## src/rtl/cpu_pkg.sv

```systemverilog
// cpu_pkg: opcode/func constants, ALU op encodings and FSM states shared by the core and its ALU.
package cpu_pkg;
    localparam logic [5:0] OP_R     = 6'b000000;
    localparam logic [5:0] OP_ADDI  = 6'b001000;
    localparam logic [5:0] OP_ANDI  = 6'b001100;
    localparam logic [5:0] OP_XORI  = 6'b001110;
    localparam logic [5:0] OP_SLTIU = 6'b001011;
    localparam logic [5:0] OP_LW    = 6'b100011;
    localparam logic [5:0] OP_SW    = 6'b101011;
    localparam logic [5:0] OP_BEQ   = 6'b000100;
    localparam logic [5:0] OP_BNE   = 6'b000101;
    localparam logic [5:0] OP_J     = 6'b000010;
    localparam logic [5:0] OP_HALT  = 6'b111111;

    localparam logic [5:0] FN_ADD  = 6'b100000;
    localparam logic [5:0] FN_SUB  = 6'b100010;
    localparam logic [5:0] FN_AND  = 6'b100100;
    localparam logic [5:0] FN_OR   = 6'b100101;
    localparam logic [5:0] FN_XOR  = 6'b100110;
    localparam logic [5:0] FN_NOR  = 6'b100111;
    localparam logic [5:0] FN_SLTU = 6'b101011;
    localparam logic [5:0] FN_SLLV = 6'b000100;

    typedef enum logic [2:0] {
        ALU_AND  = 3'b000,
        ALU_OR   = 3'b001,
        ALU_XOR  = 3'b010,
        ALU_NOR  = 3'b011,
        ALU_ADD  = 3'b100,
        ALU_SUB  = 3'b101,
        ALU_SLTU = 3'b110,
        ALU_SLLV = 3'b111
    } alu_op_e;

    typedef enum logic [2:0] {S_IF, S_ID, S_EX, S_MEM, S_WB, S_HALT} state_e;
endpackage

```

## src/rtl/cpu_alu.sv

```systemverilog
// cpu_alu: combinational ALU for the multi-cycle core.
//   a_i, b_i : operands (DATA_W)     op_i : ALU operation
//   f_o      : result                zf_o : result is zero
//   of_o     : signed overflow, only for add/sub, else 0
module cpu_alu
    import cpu_pkg::*;
#(
    parameter int DATA_W = 32
) (
    input  logic [DATA_W-1:0] a_i,
    input  logic [DATA_W-1:0] b_i,
    input  alu_op_e           op_i,
    output logic [DATA_W-1:0] f_o,
    output logic              zf_o,
    output logic              of_o
);
    logic [DATA_W-1:0] sum, diff;

    always_comb begin
        sum  = a_i + b_i;
        diff = a_i - b_i;
        f_o  = '0;
        of_o = 1'b0;
        case (op_i)
            ALU_AND:  f_o = a_i & b_i;
            ALU_OR:   f_o = a_i | b_i;
            ALU_XOR:  f_o = a_i ^ b_i;
            ALU_NOR:  f_o = ~(a_i | b_i);
            ALU_ADD: begin
                f_o  = sum;
                of_o = (a_i[DATA_W-1] == b_i[DATA_W-1]) && (sum[DATA_W-1] != a_i[DATA_W-1]);
            end
            ALU_SUB: begin
                f_o  = diff;
                of_o = (a_i[DATA_W-1] != b_i[DATA_W-1]) && (diff[DATA_W-1] != a_i[DATA_W-1]);
            end
            ALU_SLTU: f_o = DATA_W'(a_i < b_i);
            ALU_SLLV: f_o = b_i << a_i[$clog2(DATA_W)-1:0];
            default:  f_o = '0;
        endcase
        zf_o = (f_o == '0);
    end
endmodule

```

## src/rtl/multi_cycle_cpu.sv

```systemverilog
// multi_cycle_cpu: multi-cycle MIPS-subset core (IF/ID/EX/MEM/WB/HALT) with inline 32-entry register file.
//   clk, rst (async, active-low)
//   imem_addr/imem_rdata : synchronous instruction ROM (one-cycle latency)
//   dmem_we/addr/wdata/rdata : synchronous data RAM (one-cycle read latency)
//   pc, zf, of, halt : architectural status
//   dbg_we/waddr/wdata : register writeback observation port
module multi_cycle_cpu
    import cpu_pkg::*;
#(
    parameter int DATA_W  = 32,
    parameter int PC_W    = 8,
    parameter int DMEM_AW = 6
) (
    input  logic               clk,
    input  logic               rst,
    output logic [PC_W-1:0]    imem_addr,
    input  logic [31:0]        imem_rdata,
    output logic               dmem_we,
    output logic [DMEM_AW-1:0] dmem_addr,
    output logic [DATA_W-1:0]  dmem_wdata,
    input  logic [DATA_W-1:0]  dmem_rdata,
    output logic [PC_W-1:0]    pc,
    output logic               zf,
    output logic               of,
    output logic               halt,
    output logic               dbg_we,
    output logic [4:0]         dbg_waddr,
    output logic [DATA_W-1:0]  dbg_wdata
);
    state_e            state_q, state_d;
    logic [PC_W-1:0]   pc_q, pc_d;
    logic [31:0]       ir_q, ir_d;
    logic [DATA_W-1:0] a_q, a_d, b_q, b_d, alu_out_q, alu_out_d;
    logic              zf_q, zf_d, of_q, of_d;
    logic [DATA_W-1:0] regs_q [32];

    logic [5:0]        opcode;
    logic [DATA_W-1:0] simm, zimm, alu_b, f, wdata;
    logic [4:0]        dest;
    alu_op_e           alu_op;
    logic              is_alu, alu_zf, alu_of;

    assign opcode = ir_q[31:26];
    assign simm   = DATA_W'($signed(ir_q[15:0]));
    assign zimm   = DATA_W'(ir_q[15:0]);
    assign dest   = (opcode == OP_R) ? ir_q[15:11] : ir_q[20:16];
    assign wdata  = (opcode == OP_LW) ? dmem_rdata : alu_out_q;

    // Default decode is add with sign-extended imm, which is also the lw/sw address path.
    always_comb begin
        alu_op = ALU_ADD;
        alu_b  = simm;
        is_alu = 1'b1;
        case (opcode)
            OP_R: begin
                alu_b = b_q;
                case (ir_q[5:0])
                    FN_ADD:  alu_op = ALU_ADD;
                    FN_SUB:  alu_op = ALU_SUB;
                    FN_AND:  alu_op = ALU_AND;
                    FN_OR:   alu_op = ALU_OR;
                    FN_XOR:  alu_op = ALU_XOR;
                    FN_NOR:  alu_op = ALU_NOR;
                    FN_SLTU: alu_op = ALU_SLTU;
                    FN_SLLV: alu_op = ALU_SLLV;
                    default: is_alu = 1'b0;
                endcase
            end
            OP_ADDI:  alu_op = ALU_ADD;
            OP_ANDI:  begin alu_op = ALU_AND; alu_b = zimm; end
            OP_XORI:  begin alu_op = ALU_XOR; alu_b = zimm; end
            OP_SLTIU: alu_op = ALU_SLTU;
            default:  is_alu = 1'b0;
        endcase
    end

    cpu_alu #(.DATA_W(DATA_W)) u_alu (
        .a_i (a_q),
        .b_i (alu_b),
        .op_i(alu_op),
        .f_o (f),
        .zf_o(alu_zf),
        .of_o(alu_of)
    );

    always_comb begin
        state_d   = state_q;
        pc_d      = pc_q;
        ir_d      = ir_q;
        a_d       = a_q;
        b_d       = b_q;
        alu_out_d = alu_out_q;
        zf_d      = zf_q;
        of_d      = of_q;
        case (state_q)
            S_IF: state_d = S_ID;
            S_ID: begin
                // IR is not loaded yet, so register indices come straight from the ROM output.
                ir_d    = imem_rdata;
                a_d     = regs_q[imem_rdata[25:21]];
                b_d     = regs_q[imem_rdata[20:16]];
                pc_d    = pc_q + PC_W'(1);
                state_d = (imem_rdata[31:26] == OP_HALT) ? S_HALT : S_EX;
            end
            S_EX: begin
                state_d = S_IF;
                if (is_alu) begin
                    alu_out_d = f;
                    zf_d      = alu_zf;
                    of_d      = alu_of;
                    state_d   = S_WB;
                end else if (opcode == OP_LW || opcode == OP_SW) begin
                    alu_out_d = f;
                    state_d   = S_MEM;
                end else if ((opcode == OP_BEQ && a_q == b_q) || (opcode == OP_BNE && a_q != b_q)) begin
                    pc_d = pc_q + PC_W'(simm);
                end else if (opcode == OP_J) begin
                    pc_d = ir_q[PC_W-1:0];
                end
            end
            S_MEM:   state_d = (opcode == OP_LW) ? S_WB : S_IF;
            S_WB:    state_d = S_IF;
            default: state_d = S_HALT;
        endcase
    end

    always_ff @(posedge clk or negedge rst) begin
        if (!rst) begin
            state_q   <= S_IF;
            pc_q      <= '0;
            ir_q      <= '0;
            a_q       <= '0;
            b_q       <= '0;
            alu_out_q <= '0;
            zf_q      <= 1'b0;
            of_q      <= 1'b0;
            for (int i = 0; i < 32; i++) regs_q[i] <= '0;
        end else begin
            state_q   <= state_d;
            pc_q      <= pc_d;
            ir_q      <= ir_d;
            a_q       <= a_d;
            b_q       <= b_d;
            alu_out_q <= alu_out_d;
            zf_q      <= zf_d;
            of_q      <= of_d;
            // $0 is never written, so its reset value of zero is what every read returns.
            if (dbg_we && dest != 5'd0) regs_q[dest] <= wdata;
        end
    end

    assign imem_addr  = pc_q;
    assign pc         = pc_q;
    assign zf         = zf_q;
    assign of         = of_q;
    assign halt       = (state_q == S_HALT);
    assign dmem_we    = (state_q == S_MEM) && (opcode == OP_SW);
    assign dmem_addr  = alu_out_q[DMEM_AW+1:2];
    assign dmem_wdata = b_q;
    assign dbg_we     = (state_q == S_WB);
    assign dbg_waddr  = dbg_we ? dest : 5'd0;
    assign dbg_wdata  = dbg_we ? wdata : '0;
endmodule

```

## config.mk

```make
export PLATFORM = sky130hd
export DESIGN_NAME = multi_cycle_cpu
export DESIGN_NICKNAME = d
export VERILOG_FILES = /design/src/rtl/cpu_pkg.sv /design/src/rtl/cpu_alu.sv /design/src/rtl/multi_cycle_cpu.sv
export SDC_FILE = /design/constraint.sdc
export NUM_CORES = 2
export LEC_CHECK = 0
export ABC_CLOCK_PERIOD_IN_PS = 6290
export BUFFER_PORTS_ARGS = -buffer_cell sky130_fd_sc_hd__clkbuf_2
export CORE_MARGIN = 4
export CORE_UTILIZATION = 45
export DETAILED_ROUTE_END_ITERATION = 10
export SYNTH_ARGS = -nofsm -noshare
export SYNTH_HDL_FRONTEND = slang
export SYNTH_HIERARCHICAL = 1
export SYNTH_SLANG_ARGS = --single-unit
```

## constraint.sdc

```tcl
create_clock -name clk -period 6.29 [get_ports clk]
set_clock_uncertainty 0.15 [all_clocks]
set_input_delay 0.3145 -clock clk [delete_from_list [all_inputs] [get_ports clk]]
set_output_delay 0.3145 -clock clk [all_outputs]
set_load 0.01 [all_outputs]
```

==> results.txt <==
The flow ran to the end, and the final reports show no timing, DRC or antenna violations. Setup repair after global routing left no endpoint under its margin. The synthesized netlist net count is 6,457. The first-pass iteration count of the detailed router is 6. The gate count after technology mapping is 6,278. The transition time of the tightest slew-check pin is 1180 ps. The timing-limited maximum frequency is 163 MHz. Summed over all instances, the cell type with the most area after synthesis is dfrtp_1.

The worst register-to-register path ends at zf$_DFFE_PN0P_. The floorplan has 143 rows. The worst setup path is captured at a register.

The number of enable-type register cells in the synthesized netlist came out at 0. Global routing used 31.3% of the available tracks. The largest vdd supply drop came out at 0.319 mV. The worst path arrival time came out at 6690 ps. Measured in cells, the most critical reg-to-reg path has a length of 19. The sequential fraction of the synthesis area is 42.0%.

The critical-path maximum fanout came out at 7. The post-CTS setup repair buffer count is 0. Measured on the finished design, the core utilization comes to 50.7%.

STA classifies the critical path startpoint as a register. The maximum number of pins on one net before global-route repair came out at 166. The clock period minus final worst setup slack is 6140 ps. The summed instance area of the synthesized netlist came out at 0.0691 sq mm. The met1 global-route usage is 43.6%.

The cell area power density is 528 mW/mm^2. The initial core utilization came out at 45.4%. The share of the synthesized area in the top cell type came out at 42.0%. The global routing usage on met3 came out at 5.82%.

Buffers placed on the I/O ports in this run total 161. The layout overhead on the synthesized area is 11.8%. The via count of the first global-routing pass came out at 52,100.

For the worst-skew pair, the clock arrives at the later sink with an insertion delay of 780 ps. For this block, the routed nets add up to 248 mm of wire. The average routed wire per standard cell came out at 29.6 um.

Once detailed placement completed, the half-perimeter wirelength came to 160 mm. The worst setup path is of the register to register kind. The initial detailed-routing violation count is 5,641. The global-route wire length before repair is 366 mm. The share of the clock period used by the worst path came out at 97.7%.

The final net count came out at 6,422. The total count of hold-check failures in the final report is 0. The total vias in the final route came out at 52,600. The chip width came out at 400 um. Ranked by total cell area, the synthesized netlist is headed by dfrtp_1 (42%), mux4_2 (21%), o21ai_0 (4.9%). The summed negative setup slack over all endpoints came out at 0 ps. The number of antenna violations at the first check in global routing is 2. The reported leakage power is 0.0301 uW.

The count of nets left with antenna violations after detail routing came out at 0. The fraction of met2 tracks used by global routing is 48.8%. The die area is 0.160 sq mm.

The clock buffer count from CTS came out at 133. In this run the worst setup path begins at ir_q[29]$_DFFE_PN0P_. The global placer's final weighted congestion is 1.04.

In this run the vertical extent of the chip is 400 um. Across all register-to-register paths, the minimum setup slack is 150 ps. The buffer type at the clock tree root is clkbuf_16. The number of synthesized register bits came out at 1,160. The total number of clock tree sinks came out at 1,160.

The total congestion overflow came out at 0. The clock slew at the register clock pins of the worst setup and hold paths is 60 ps. The core region is 0.152 sq mm. Cells with a size suffix above 1 make up 30.1% of the layout. The number of remaining DRC errors came out at 0. The max-cap violation count came out at 0.

Yosys mapped the design onto 91 distinct sky130hd cell types. The worst max-slew margin expressed relative to the limit came out at 21.3%. The H-tree depth is 4. The final setup violation count is 0.

The average vias per placed instance came out at 6.27. The Yosys warning count came out at 6. TritonCTS built the clock tree. The predominant post-synthesis flop cell is dfrtp_1.

The worst hold path belongs to the class input pin to async pin. In the synthesized netlist the async set-or-reset flop fraction comes to 100%. The average cell area after synthesis is 11.0 sq um. The clock passes through at most 3 buffers.

The critical path required time is 6840 ps. The final count of pins violating max slew came out at 0. In this run the most used layer during global routing was met2. 162 I/O pins were placed. The worst register-to-register path begins at ir_q[29]$_DFFE_PN0P_.
[how the worst max path moves through the flow]
stage	cells past startpoint	endpoint	slack [ps]
after global routing	20	zf$_DFFE_PN0P_	10
after floorplan	22	zf$_DFFE_PN0P_	670
after global placement	19	zf$_DFFE_PN0P_	270
final	19	zf$_DFFE_PN0P_	150
after detailed placement	21	zf$_DFFE_PN0P_	250
after CTS	21	zf$_DFFE_PN0P_	210
[stage by stage]
| stage | worst slack, ps | cell area (sq um) | total power (uW) | instances | hold slack, ps |
|---|---|---|---|---|---|
| floorplan | 673 | 69100 | 24900 | 6278 | -131 |
| global placement | 274 | 72400 | 32400 | 8099 | 226 |
| detailed placement | 248 | 72400 | 32600 | 8099 | 229 |
| CTS | 211 | 77200 | 40500 | 8382 | 4.16 |
| global route | 10.3 | 77200 | 43000 | 8382 | 32.2 |
| finish | 146 | 77200 | 40800 | 8384 | 12.2 |
[what timing repair did]
action                                  in CTS  in global routing
hold endpoints to repair                   261                  0
hold buffers                                39                  0
endpoints found under the setup margin       0                  1
resized for setup                            0                  7
[state kept, by name, indices dropped and copies added, names as in the netlist]
name	flops
regs_q	1024
a_q	32
alu_out_q	32
dmem_wdata	32
ir_q	27
imem_addr	8
state_q	3
of	1
zf	1
[routing by layer]
layer  wire length [um]  part of all wire (%)
met5                 13                0.0052
met4              10600                   4.3
met3              19000                   7.6
met2             116000                    47
met1             103000                    42
[synthesized netlist by cell type, types with 67 or more instances]
cell,number
a21oi_1,312
mux4_2,656
inv_1,106
nor2_2,201
nand2_1,830
o21ai_0,670
clkbuf_1,454
dfrtp_1,1160
ha_1,110
nor2_1,472
xnor2_1,67
mux2i_1,138
a21oi_2,281
buf_1,68
[layout make-up]
type | instances | area, sq um
fillers | 13500 | 75000
flip-flops and latches | 1160 | 29000
well taps | 2030 | 2540
clock buffers | 203 | 3970
diodes | 2 | 5.00
inverters | 110 | 413
clock inverters | 41 | 422
repair buffers | 459 | 3510
multi-input cells | 4379 | 37300
[cells in the final DEF (no fill, tap or decap), types with 26 or more instances in the layout]
cell type,n
o21ai_0,670
nor3_1,30
clkbuf_16,139
nand3_1,46
nor2_1,471
a21o_1,30
a31oi_1,28
clkbuf_1,39
a21oi_2,282
clkinv_2,26
nor2_2,202
ha_1,110
dlygate4sd3_1,39
inv_1,106
nand2_1,828
clkbuf_2,150
xnor2_1,67
buf_4,239
dfrtp_1,1158
mux2i_4,32
mux4_2,656
mux2i_1,106
mux2_2,51
a21oi_1,311
o211ai_1,37
[power breakdown]
group / switching, uW / internal [uW] / total [uW] / leakage, uW
Sequential: 2680 / 10000 / 12700 / 0.0112
Combinational: 11900 / 8370 / 20300 / 0.0167
Clock: 3230 / 4580 / 7800 / 0.00217
Total: 17800 / 23000 / 40800 / 0.0301
[worst max-delay path, stage by stage, from the launching register on]
cell       delay, ps
dfrtp_1          420
or3_4            440
or4_1            460
buf_4            190
nand2_1           70
nand2_1           80
buf_4            180
mux2i_1          140
mux2i_1          320
a32o_1           360
a211o_1          290
or3_1            440
or4_1            520
a2111oi_2        380
nand4b_1         260
or4_1            550
nor4_1           310
buf_4            180
and4b_1          170
mux2_2           140
[cells by family (layout without fill, tap and decap cells)]
kind of cell / count (synthesis) / in the layout / share of synthesized area, %
buf+inv: 739 / 813 / 4.86
other cells: 0 / 2 / 0
mux: 847 / 847 / 24.3
compound gates: 1589 / 1589 / 14.4
fa+ha+maj: 113 / 113 / 2.08
simple gates: 1760 / 1760 / 11.5
xor+xnor: 70 / 70 / 0.887
flops: 1160 / 1160 / 42.0
Power figures use the tool's default switching activity.
